## src/rtl/wb_arbiter_2m.sv

```systemverilog
// Two-master, one-slave Wishbone B4 classic arbiter with round-robin grant per CYC cycle.
// Define WB_ARBITER_TIMEOUT_EN to add a stalled-strobe timeout that answers the owner with ERR.
module wb_arbiter_2m #(
    parameter int ADRW = 32,
    parameter int DW   = 32,
    parameter int SELW = 4,
    parameter int TOW  = 4
) (
    input  logic            CLK_I,
    input  logic            RST_N_I,
    input  logic            M0_CYC_I,
    input  logic            M0_STB_I,
    input  logic            M0_WE_I,
    input  logic [ADRW-1:0] M0_ADR_I,
    input  logic [DW-1:0]   M0_DAT_I,
    input  logic [SELW-1:0] M0_SEL_I,
    output logic            M0_ACK_O,
    output logic            M0_ERR_O,
    input  logic            M1_CYC_I,
    input  logic            M1_STB_I,
    input  logic            M1_WE_I,
    input  logic [ADRW-1:0] M1_ADR_I,
    input  logic [DW-1:0]   M1_DAT_I,
    input  logic [SELW-1:0] M1_SEL_I,
    output logic            M1_ACK_O,
    output logic            M1_ERR_O,
    output logic [DW-1:0]   M_DAT_O,
    output logic            S_CYC_O,
    output logic            S_STB_O,
    output logic            S_WE_O,
    output logic [ADRW-1:0] S_ADR_O,
    output logic [DW-1:0]   S_DAT_O,
    output logic [SELW-1:0] S_SEL_O,
    input  logic [DW-1:0]   S_DAT_I,
    input  logic            S_ACK_I,
    input  logic            S_ERR_I,
    output logic [1:0]      GNT_O
);

    typedef enum logic [1:0] {
        IDLE = 2'd0,
        OWN0 = 2'd1,
        OWN1 = 2'd2
    } state_t;

    state_t state, state_nxt;
    logic   last, last_nxt;   // master served most recently; loses the next tie
    logic   stb_raw;
    logic   to_fire;

    always_ff @(posedge CLK_I or negedge RST_N_I) begin
        if (!RST_N_I) begin
            state <= IDLE;
            last  <= 1'b1;
        end else begin
            state <= state_nxt;
            last  <= last_nxt;
        end
    end

    always_comb begin
        // NOTE: defaults first so every path assigns both signals and no latch is inferred.
        state_nxt = state;
        last_nxt  = last;
        case (state)
            IDLE: begin
                if (M0_CYC_I && M1_CYC_I) state_nxt = last ? OWN0 : OWN1;
                else if (M0_CYC_I)        state_nxt = OWN0;
                else if (M1_CYC_I)        state_nxt = OWN1;
            end
            OWN0: begin
                if (!M0_CYC_I) begin
                    last_nxt  = 1'b0;
                    state_nxt = M1_CYC_I ? OWN1 : IDLE;
                end
            end
            OWN1: begin
                if (!M1_CYC_I) begin
                    last_nxt  = 1'b1;
                    state_nxt = M0_CYC_I ? OWN0 : IDLE;
                end
            end
            default: state_nxt = IDLE;
        endcase
    end

    assign stb_raw = (state == OWN0) ? M0_STB_I :
                     (state == OWN1) ? M1_STB_I : 1'b0;

`ifdef WB_ARBITER_TIMEOUT_EN
    logic [TOW-1:0] to_cnt;

    assign to_fire = stb_raw && (to_cnt == {TOW{1'b1}});

    always_ff @(posedge CLK_I or negedge RST_N_I) begin
        if (!RST_N_I) begin
            to_cnt <= '0;
        end else if ((state_nxt != state) || !stb_raw || S_ACK_I || S_ERR_I || to_fire) begin
            to_cnt <= '0;
        end else begin
            to_cnt <= to_cnt + 1'b1;
        end
    end
`else
    assign to_fire = 1'b0;
`endif

    // Slave-side mux and owner-only response routing; IDLE drives the bus to zero.
    always_comb begin
        S_CYC_O  = 1'b0;
        S_STB_O  = stb_raw & ~to_fire;
        S_WE_O   = 1'b0;
        S_ADR_O  = '0;
        S_DAT_O  = '0;
        S_SEL_O  = '0;
        M0_ACK_O = 1'b0;
        M0_ERR_O = 1'b0;
        M1_ACK_O = 1'b0;
        M1_ERR_O = 1'b0;
        case (state)
            OWN0: begin
                S_CYC_O  = M0_CYC_I;
                S_WE_O   = M0_WE_I;
                S_ADR_O  = M0_ADR_I;
                S_DAT_O  = M0_DAT_I;
                S_SEL_O  = M0_SEL_I;
                M0_ACK_O = S_ACK_I;
                M0_ERR_O = S_ERR_I | to_fire;
            end
            OWN1: begin
                S_CYC_O  = M1_CYC_I;
                S_WE_O   = M1_WE_I;
                S_ADR_O  = M1_ADR_I;
                S_DAT_O  = M1_DAT_I;
                S_SEL_O  = M1_SEL_I;
                M1_ACK_O = S_ACK_I;
                M1_ERR_O = S_ERR_I | to_fire;
            end
            default: ;
        endcase
    end

    assign M_DAT_O = S_DAT_I;
    assign GNT_O   = {state == OWN1, state == OWN0};

endmodule
```

## config.mk

```make
export PLATFORM = sky130hd
export DESIGN_NAME = wb_arbiter_2m
export DESIGN_NICKNAME = d
export VERILOG_FILES = /design/src/rtl/wb_arbiter_2m.sv
export SDC_FILE = /design/constraint.sdc
export NUM_CORES = 1
export LEC_CHECK = 0
export ABC_CLOCK_PERIOD_IN_PS = 1500
export CORE_AREA = 2 2 111 113
export DETAILED_ROUTE_END_ITERATION = 10
export DIE_AREA = 0 0 113 115
export HOLD_SLACK_MARGIN = 0.12
export PLACE_DENSITY = 0.64
export SKIP_LAST_GASP = 1
export SLEW_MARGIN = 15
export SYNTH_ARGS = -nofsm -noshare
export SYNTH_HDL_FRONTEND = slang
export SYNTH_SLANG_ARGS = --single-unit
```

## constraint.sdc

```tcl
create_clock -name CLK_I -period 1.5 [get_ports CLK_I]
set_input_delay 0.225 -clock CLK_I [delete_from_list [all_inputs] [get_ports CLK_I]]
set_output_delay 0.225 -clock CLK_I [all_outputs]
set_load 0.005 [all_outputs]
```

==> results of run 1 <==
Yosys cell counts, drive strengths merged:
| cell | number | area (µm²) |
|---|---|---|
| a22oi | 70 | 530.5 |
| nor2b | 70 | 437.9 |
| buf | 49 | 330.3 |
| clkbuf | 7 | 26.28 |
| ha | 6 | 75.07 |
| and2 | 4 | 25.02 |
| inv | 4 | 15.01 |
| nand2 | 4 | 17.52 |
| o21ai | 3 | 15.01 |
| a21oi | 2 | 10.01 |
| dfrtp | 2 | 50.05 |
| nand2b | 2 | 12.51 |
| a21boi | 1 | 7.510 |
| a21o | 1 | 7.510 |
| a31oi | 1 | 6.260 |
| dfstp | 1 | 26.28 |
| mux2 | 1 | 11.26 |
| nand3b | 1 | 7.510 |
| o41ai | 1 | 8.760 |
| or3b | 1 | 11.26 |
path summary, 6_finish.rpt:
| kind | start | end | depth (start not counted) |
|---|---|---|---|
| setup reg to reg | state[1]$_DFFE_PN0P_ | state[1]$_DFFE_PN0P_ | 8 |
| min in group CLK_I | S_DAT_I[15] | M_DAT_O[15] | 0 |
| max in group asynchronous | RST_N_I | last$_DFFE_PN1P_ | 1 |
| hold / removal | RST_N_I | state[0]$_DFFE_PN0P_ | 1 |
| hold reg to reg | last$_DFFE_PN1P_ | last$_DFFE_PN1P_ | 2 |
| setup / recovery | state[1]$_DFFE_PN0P_ | S_ADR_O[23] | 7 |
through the flow:
stage | TNS, ns | setup slack (ns) | std cells
6_report | -29.26 | -0.5071 | 630
5_1_grt | -34.97 | -0.5695 | 630
4_1_cts | -39.15 | -0.5963 | 605
3_5_place_dp | -35.96 | -0.5312 | 563
3_3_place_gp | -32.92 | -0.5025 | 563
2_1_floorplan | -0.02353 | -0.02353 | 231
worst reg2reg max path, cell delays in order (launching register included):
cell and delay [ns]:
dfrtp_1 0.41, buf_4 0.15, buf_4 0.14, ha_4 0.16, buf_6 0.12, a22oi_2 0.17
buf_4 0.14, nand2_2 0.07, mux2_4 0.30
per-layer routing:
layer | wire (µm) | global-route usage (%) | share of wire [%] | vias to the layer above
met2 | 6392 | 31.22 | 55 | 129
met4 | 221 | 4.878 | 1.9 | 0
met1 | 4111 | 16.18 | 36 | 1321
met3 | 820 | 2.794 | 7.1 | 24
met5 | 0 | 0 | 0 | -
li1 | - | - | - | 1302
power groups by stage:
| stage | Combinational, mW | Sequential, mW | Clock, mW |
|---|---|---|---|
| 2_1_floorplan | 2.43 | 0.162 | 0 |
| 3_3_place_gp | 4.95 | 0.163 | 0 |
| 3_5_place_dp | 5.01 | 0.166 | 0 |
| 4_1_cts | 6.99 | 0.158 | 0.436 |
| 5_1_grt | 8.28 | 0.173 | 0.449 |
| 6_report | 7.75 | 0.166 | 0.431 |
logic make-up after synthesis:
kind of cell,share of synthesized area [%]
flip-flops,4.678
buffers and inverters,22.78
adder cells (fa/ha/maj),4.601
multiplexers,0.6901
AO/OA/AOI/OAI,35.89
AND/OR/NAND/NOR,31.36
layout make-up:
type | count | area (µm²)
tap | 147 | 183.9
clock buffer | 4 | 78.83
multi-input combinational | 168 | 1679
inverter | 4 | 15.01
sequential | 3 | 76.32
fill | 1150 | 6785
timing repair buffer | 304 | 2993
registers in the layout, indices dropped and copies added, names as in the netlist:
name   cells
state      2
last       1
timing repair:
action,CTS,global route
gates resized for setup,173,212
hold endpoints to repair,0,0
buffers inserted,29,34
pin swaps,7,51
cloned,9,5
endpoints found under the setup margin,79,80
==> metrics.txt, run 1 <==
Vias=2,776; Skew-Pair Late Insertion Delay=0.23 ns; starting density of the core=13.81%; vias in the first global route=2,922; Sw Pwr=3.237 mW; LEAKAGE=2.017 nW; Seq pwr share=2.0%; gpl congestion=0.7803; Final WS setup=-0.5071 ns; dpl cell area=3916 µm²; drt initial violations=128; DRC=20; switching share of power=38.77%; Comb pwr share=92.9%; most used cell, CP=buf_12; CP required=1.27 ns; Pint=5.113 mW; # port buffers=222; CP Class=register to output port; final WL=11,550 µm; crit end category=output port; CTS tree=done; Final Skew=0.001922 ns; Final HPWL DP=6924 µm; failing checks=design-rule violations, negative setup slack; Crit path max-delay family=buffers and inverters; Via density=4.406; Final Net Count=668; DRT Pass-1 Iters=7; first-pass GRT wire length=15,790 µm; Die Height=115 µm; measured slew at the worst slew-check pin=0.2408 ns; die extent in x=113 µm; initial antenna violation count=0; RSZ-0062 raised after global routing=true; register bit count reported by yosys=3; Post-Syn Instances=231; synthesized area=1632 µm²; final hold violation count=0; Core Region=11,810 µm²; Clock power frac=5.2%; critical path's slowest cell=dfrtp_1; post-synth cell types=23; Startpoint Class=register; I/O Pins=287; Final Critical Period=2.007 ns; DR WL/cell=18.33 µm; reg2reg setup slack=-0.29 ns; CP bufs+invs=4; Cell Chain, Critical Path=buf_6 > ha_4 > buf_12 > buf_12 > a22oi_2 > nor2b_4 > dlygate4sd2_1; GRT Util Overall=15.52%; fin area=5026 µm²; Final setup viols=78; commonest non-fill, non-tap cell in the layout=clkdlybuf4s50_1; Critical Path Fanout Max=18; diode count=0; # rows=40; period utilization=133.8%; status=complete, but fails checks; post-synthesis sequential area ratio=4.678%; CTS Root Cell=clkbuf_16; clock-pin slew on the worst setup and hold paths=0.03 ns; hold_buf cts=0; WHS=0.1917 ns; Total Power=8.350 mW; max-cap violations=0; Final ANT Viol Nets=0; Die ar.=13,000 µm²; Avg Cell Area, Syn=7.063 µm²; H-tree levels=1; CTS max path bufs=2; largest net degree at the start of global routing=20; most frequent cells in the layout=clkdlybuf4s50_1 (145), a22oi_2 (68), nor2b_1 (55); Slew Viols, Final=0; Max Clk Rate=498.2 MHz; utilization after layout=42.55%; Syn Nets=415; synthesis-to-finish area growth=208.1%; CP peak stage delay=0.41 ns; Sink Count=3; PD cells=1661 nW/µm²; Syn. warnings=0; gr ovfl total=0; number of CTS-inserted buffers=3; share of layout cells above drive strength 1=51.14%; CP arrival=1.78 ns; Worst VDD drop=0.6378 mV; HP Class=primary input to asynchronous set/reset pin; Worst slew margin=83.77%
Power figures use the tool's default switching activity.
==> run 2: changes to the inputs <==
SETUP_SLACK_MARGIN = 0.02   (was unset)
==> metrics.txt, run 2 (same netlist as run 1, synthesis figures left out) <==
PD cells=1800 nW/µm²; Final Critical Period=1.908 ns; most frequent cells in the layout=clkdlybuf4s50_1 (145), buf_2 (70), a22oi_2 (64); H-tree levels=1; Skew-Pair Late Insertion Delay=0.23 ns; vias in the first global route=2,935; drt initial violations=67; Vias=2,739; Final ANT Viol Nets=0; max FFs per register=2; diode count=0; die extent in x=113 µm; GRT Util Overall=15.72%; Slew Viols, Final=0; Final Net Count=667; Final WS setup=-0.4080 ns; gr ovfl total=0; top flop regs=state: 2 flops, last: 1 flops; max-cap violations=0; Die ar.=13,000 µm²; status=complete, but fails checks; CTS Root Cell=clkbuf_16; clock-pin slew on the worst setup and hold paths=0.03 ns; hold_buf cts=0; HP Class=primary input to asynchronous set/reset pin; measured slew at the worst slew-check pin=0.2626 ns; final WL=11,080 µm; Core Region=11,810 µm²; Total Power=9.143 mW; Inst Count DP=569; CTS tree=done; number of CTS-inserted buffers=3; failing checks=design-rule violations, negative setup slack; share of layout cells above drive strength 1=51.66%; initial antenna violation count=0; CP arrival=1.68 ns; # port buffers=222; crit end category=output port; utilization after layout=43.00%; Via density=4.355; Worst VDD drop=0.7077 mV; starting density of the core=13.81%; commonest non-fill, non-tap cell in the layout=clkdlybuf4s50_1; RSZ-0062 raised after global routing=true; LEAKAGE=2.054 nW; Sink Count=3; first-pass GRT wire length=15,930 µm; DR WL/cell=17.62 µm; Critical Path Fanout Max=8; DRT Pass-1 Iters=7; Final Skew=0.003862 ns; period utilization=127.2%; DRC=20; Max Clk Rate=524.1 MHz; final hold violation count=0; Final setup viols=80; CP Class=register to output port; I/O Pins=287; Die Height=115 µm; CTS max path bufs=2; Startpoint Class=register; Worst slew margin=82.50%; CP required=1.27 ns; Final HPWL DP=7053 µm; gpl congestion=0.7765; synthesis-to-finish area growth=211.3%; # rows=40; largest net degree at the start of global routing=15; fin cells=629; largest reg by FF count=state; worst slack, placed=-0.5044 ns; reg2reg setup slack=-0.33 ns
[run 2: cell count changes in the layout (fill, tap and decap cells not counted), sizes merged]
cell           delta
buf              +42
dlygate4sd2      -10
clkdlybuf4s15     -5
clkbuf           -28
[run 2: worst max-delay path: stages, from the launching register on]
cell	delay [ns]
dfrtp_1	0.39
buf_6	0.13
ha_4	0.20
buf_12	0.14
buf_12	0.12
buf_12	0.13
a22oi_2	0.16
nor2b_1	0.06
buf_2	0.12
[run 2: worst paths after layout]
| check | start | endpoint | depth (start not counted) |
|---|---|---|---|
| min reg2reg | last$_DFFE_PN1P_ | last$_DFFE_PN1P_ | 2 |
| min in group CLK_I | S_DAT_I[0] | M_DAT_O[0] | 0 |
| min | RST_N_I | state[0]$_DFFE_PN0P_ | 1 |
| max | state[1]$_DFFE_PN0P_ | S_DAT_O[16] | 8 |
| max in group asynchronous | RST_N_I | last$_DFFE_PN1P_ | 1 |
| max reg2reg | state[0]$_DFFE_PN0P_ | state[1]$_DFFE_PN0P_ | 9 |
[run 2: area by class of cell]
class / instances / area, µm²
sequential: 3 / 76.32
multi-input combinational: 168 / 1644
inverter: 4 / 15.01
tap: 147 / 183.9
clock buffer: 4 / 78.83
fill: 1143 / 6733
timing repair buffer: 303 / 3080
[run 2: per-stage QoR]
step	instance area [µm²]	hold WS, ns	TNS (ns)
3_3_place_gp	3978	0.4369	-30.48
5_1_grt	5079	0.2104	-31.08
3_5_place_dp	3978	0.4384	-32.90
2_1_floorplan	1658	-0.07059	0
4_1_cts	5031	0.2019	-24.76
6_report	5079	0.2041	-25.39
[run 2: metal layers]
layer  track usage, %  wire length, µm
met1            16.19             3774
met2            32.26             6170
met3            2.056              896
met4            5.366              238
met5                0                0
[run 2: repair_timing]
action,in CTS,in global routing
endpoints found under the setup margin,79,80
setup buffers,37,10
cloned,16,2
endpoints found under the hold margin,0,0
pin swaps,38,33
resized for setup,422,29
[run 2: power breakdown]
part / switching (mW) / internal [mW] / total, mW
clock: 0.0772 / 0.351 / 0.428
combinational: 3.20 / 5.35 / 8.55
sequential: 0.0347 / 0.129 / 0.163
total: 3.31 / 5.83 / 9.14
